[config.mk]
export PLATFORM = sky130hd
export DESIGN_NAME = pm_cycle
export DESIGN_NICKNAME = d
export VERILOG_FILES = /design/src/rtl/pm_cycle.sv
export SDC_FILE = /design/constraint.sdc
export NUM_CORES = 1
export LEC_CHECK = 0
export CAP_MARGIN = 20
export CORE_UTILIZATION = 48
export CTS_CLUSTER_DIAMETER = 100
export CTS_CLUSTER_SIZE = 10
export DETAILED_ROUTE_END_ITERATION = 7
export HOLD_SLACK_MARGIN = 0.05
export PLACE_DENSITY = 0.94
export SYNTH_ARGS = -nofsm -noshare
export SYNTH_HDL_FRONTEND = slang
export SYNTH_SLANG_ARGS = --single-unit
[constraint.sdc]
create_clock -name __clk -period 4.63 [get_ports __clk]
set_input_delay 0.6945 -clock __clk [delete_from_list [all_inputs] [get_ports __clk]]
set_output_delay 0.6945 -clock __clk [all_outputs]
set_load 0.05 [all_outputs]
[src/rtl/pm_cycle.sv]
// rtl/pm_cycle.sv - P-M cycle controller: KC/PC pulse timing, run-state flags, interrupt receive select
module pm_cycle #(
    parameter int KC_TICKS  = 3,
    parameter int PC_TICKS  = 2,
    parameter int IRQ_N     = 4,
    parameter int IRQ_IDX_W = 2
) (
    input  logic                 __clk,
    input  logic                 clm_,
    input  logic                 start,
    input  logic                 pon,
    input  logic                 work,
    input  logic                 stop,
    input  logic                 hlt,
    input  logic                 wx,
    input  logic                 cycle,
    input  logic                 ekc,
    input  logic [IRQ_N-1:0]     irq,
    input  logic [IRQ_N-1:0]     irq_mask,
    input  logic                 p,
    input  logic                 mc_0,
    output logic                 run,
    output logic                 _wait,
    output logic                 kc,
    output logic                 pc,
    output logic                 sp0,
    output logic                 sp1,
    output logic                 si1,
    output logic                 przerw,
    output logic [IRQ_IDX_W-1:0] irq_idx,
    output logic                 irq_ack
);

    localparam int MAX_TICKS = (KC_TICKS > PC_TICKS) ? KC_TICKS : PC_TICKS;
    localparam int CNT_W     = $clog2(MAX_TICKS) + 1;
    localparam logic [CNT_W-1:0] KC_LAST = CNT_W'(KC_TICKS - 1);
    localparam logic [CNT_W-1:0] PC_LAST = CNT_W'(PC_TICKS - 1);

    typedef enum logic [1:0] {
        S_IDLE,
        S_KC,
        S_PC
    } state_t;

    state_t               state;
    logic [CNT_W-1:0]     cnt;
    logic                 pr;
    logic                 ekc_pend;
    logic                 start_f;
    logic                 wait_f;
    logic                 cycle_f;
    logic                 pc_first;
    logic                 dpr;
    logic                 dprzerw;
    logic [IRQ_N-1:0]     pend;
    logic [IRQ_IDX_W-1:0] first_idx;

    assign pend     = irq & irq_mask;
    assign run      = start_f & ~wait_f;
    assign _wait    = wait_f;
    assign dpr      = run | cycle_f;
    assign dprzerw  = (cycle_f | start_f) & (|pend) & ~p & mc_0;
    assign pc_first = (state == S_PC) && (cnt == '0);

    assign sp0 = pc & ~pr & ~przerw;
    assign sp1 = pc & pr & ~przerw;
    assign si1 = pc & przerw;

    // Scan downward so the lowest set index is the one left standing
    always_comb begin
        first_idx = irq_idx;
        for (int i = IRQ_N - 1; i >= 0; i--) begin
            if (pend[i]) begin
                first_idx = IRQ_IDX_W'(i);
            end
        end
    end

    always_ff @(posedge __clk or negedge clm_) begin
        if (!clm_) begin
            start_f <= 1'b0;
            wait_f  <= 1'b0;
            cycle_f <= 1'b0;
        end else begin
            if (stop) begin
                start_f <= 1'b0;
            end else if (start && pon && work) begin
                start_f <= 1'b1;
            end

            if (stop || si1) begin
                wait_f <= 1'b0;
            end else if (hlt && wx) begin
                wait_f <= 1'b1;
            end

            // A fresh panel request is kept even if it lands on the consuming clock
            if (cycle) begin
                cycle_f <= 1'b1;
            end else if (pc_first && (pr || przerw)) begin
                cycle_f <= 1'b0;
            end
        end
    end

    always_ff @(posedge __clk or negedge clm_) begin
        if (!clm_) begin
            state    <= S_IDLE;
            cnt      <= '0;
            kc       <= 1'b0;
            pc       <= 1'b0;
            pr       <= 1'b0;
            przerw   <= 1'b0;
            irq_idx  <= '0;
            irq_ack  <= 1'b0;
            ekc_pend <= 1'b0;
        end else begin
            irq_ack <= 1'b0;
            case (state)
                S_IDLE: begin
                    if (ekc) begin
                        state    <= S_KC;
                        kc       <= 1'b1;
                        cnt      <= '0;
                        ekc_pend <= 1'b0;
                    end
                end
                S_KC: begin
                    if (cnt == KC_LAST) begin
                        state   <= S_PC;
                        kc      <= 1'b0;
                        pc      <= 1'b1;
                        cnt     <= '0;
                        pr      <= dpr;
                        przerw  <= dprzerw;
                        irq_idx <= first_idx;
                        irq_ack <= dprzerw;
                    end else begin
                        cnt <= cnt + 1'b1;
                    end
                end
                S_PC: begin
                    if (cnt == PC_LAST) begin
                        pc  <= 1'b0;
                        cnt <= '0;
                        if (ekc_pend || ekc) begin
                            state    <= S_KC;
                            kc       <= 1'b1;
                            ekc_pend <= 1'b0;
                        end else begin
                            state <= S_IDLE;
                        end
                    end else begin
                        cnt <= cnt + 1'b1;
                        if (ekc) begin
                            ekc_pend <= 1'b1;
                        end
                    end
                end
                default: begin
                    state <= S_IDLE;
                    kc    <= 1'b0;
                    pc    <= 1'b0;
                end
            endcase
        end
    end

endmodule

==> metrics.txt <==
pre-CTS setup slack=2.42 ns; Final Skew=0.00105 ns; DP Cell Count=152; Hold-fix buffers, CTS=0; register area share after synthesis=43.0%; Setup Buffers After CTS=0; critical path arrival=1.90 ns; Hold Crit Class=reg2reg; Slew Viols, Final=0; Resize count post-CTS=0; Core Util, Final=72.4%; core area=1760 sq um; initial antenna violation count=0; setup TNS=0 ns; Syn Area/Cell=9.42 sq um; actual slew at the worst max-slew pin=0.693 ns; largest net degree at the start of global routing=17; Setup CP Type=reg2out; post-synthesis mux area share=0%; via count=915; Via density=5.87; hold path depth=2; Worst Path Max Fanout=6; YS warnings=0; final non-filler cell area=1280 sq um; first-pass GRT wire length=3.70 mm; RSZ-0062 raised after global routing=false; status=finished clean; vias in the first global route=854; critical path data required time=3.94 ns; largest family of logic cells by synthesized area=simple AND/OR/NAND/NOR gates; routed length per instance=15.4 um; Final Net Count=156; clk buf depth=2; IO Count=31; PnR Total Power=631 uW; CTS buffer count=3; Setup crit start kind=flop; Setup violations, final=0; Synth Area in XOR/XNOR=0%; slew margin rel.=53.7%; antenna diode count=0; Port Buffers=30; fin cells=156; CTS Sinks=16; CTS tree=built; Total Routing Usage GR=25.7%; adder and majority gate portion of the synthesized area=5.37%; Hold Violations, Final=0; final worst slack=2.04 ns; EDFF count, synth=0; maxcap violations=0; R2R cell count=5; final wirelength=2.41 mm; RD Place Congestion=0.744; share of cells above drive strength 1=7.63%; dominant synthesized flop cell=dfrtp_1; PwrDens=494 nW/um^2; CTS root buf=clkbuf_4; Initial Utilization=52.8%; drt pass-1 iters=4; row cnt=15; post-synthesis simple-gate area fraction=23.5%; Die Span Y=46.1 um; H-tree depth=1; final hold slack=0.503 ns; Initial DRC Count=20; clk_lat worst skew=0.29 ns; total gr overflow=0; CP Capture Type=output pin; die area=2120 sq um; Syn Std Cell Area=932 sq um; Layout area overhead=37.0%; Final ANT Viol Nets=0; Yosys reg bits=16; Peak VDD IR=0.000385 V; Final Cycle Share=56.0%; drc violations=0; HPWL after DPL=1.87 mm; Unique masters post-synth=29; f_max=385 MHz; cell count after synthesis=99; complex-gate fraction of the synthesized area=22.6%; Pleak=0.545 nW; die width=46.1 um; Final Critical Period=2.59 ns; dpl cell area=1240 sq um; Clock transition at path regs=0.09 ns; post-synth net total=123; asr flop ratio synth=100%
==> path summary, 6_finish.rpt <==
path	startpoint	to	slack [ns]
max	przerw	sp0	2.04
min	irq_idx[0]	irq_idx[0]	0.50
max reg2reg	state[0]	state[0]	2.81
min reg2reg	irq_idx[0]	irq_idx[0]	0.50
max in group asynchronous	clm_	cnt[1]	3.38
min in group asynchronous	clm_	state[1]	0.81
==> critical path, stage by stage, from the launching register on <==
cell and delay [ns]:
dfrtp_1 0.44, nor3b_1 0.31, clkdlybuf4s50_1 0.86
==> cell usage in the layout (no fill, tap or decap), types with 2 or more instances in the layout <==
cell | Yosys | layout
nor4b_2 | 2 | 2
inv_1 | 8 | 8
nor2_1 | 12 | 12
a22o_1 | 2 | 2
nand2_1 | 7 | 7
dfrtp_1 | 16 | 16
nor3b_1 | 2 | 2
clkbuf_4 | 0 | 3
ha_1 | 4 | 4
nor2b_1 | 2 | 2
a21o_1 | 2 | 2
clkdlybuf4s50_1 | 0 | 30
a21oi_1 | 9 | 9
o21ai_0 | 13 | 13
nand4_1 | 3 | 3
==> sequential cells by signal (all words and copies together) (netlist names) <==
register / cells
cnt: 3
kc: 1
przerw: 1
irq_ack: 1
pc: 1
cycle_f: 1
pr: 1
ekc_pend: 1
irq_idx: 2
_wait: 1
start_f: 1
state: 2
==> cells in the mapped netlist (2+ instances only) <==
master	number	area, sq um
a22o_1	2	17.5
nor3b_1	2	15.0
dfrtp_1	16	400
nor4b_2	2	30.0
nor2_1	12	45.0
buf_6	2	22.5
inv_1	8	30.0
a21oi_1	9	45.0
nand4_1	3	18.8
ha_1	4	50.1
a21o_1	2	15.0
o21ai_0	13	65.1
nand2_1	7	26.3
nor2b_1	2	12.5
==> layout make-up <==
cell class	count	area, sq um
fill	130	487
clock buffer	4	36.3
timing repair buffer	30	300
multi-input combinational	73	479
tap	25	31.3
sequential	16	400
inverter	8	30.0
==> kinds of logic after synthesis <==
group / after synthesis
simple gates: 35
flops: 16
compound gates: 34
buf+inv: 10
fa+ha+maj: 4
==> per-layer routing <==
layer  part of all wire [%]  track usage, %  up-vias
met4                    2.7            14.1        0
met5                      0               0        -
met2                     54            43.7       32
met1                     39            29.8      447
met3                    3.7            5.49        9
li1                       -               -      427
==> report_power, final <==
group	total (mW)	internal, mW	switching [mW]
Combinational	0.318	0.116	0.202
Clock	0.0932	0.0480	0.0452
Sequential	0.220	0.176	0.0443
Note: power is estimated with default switching activity, not from simulation.
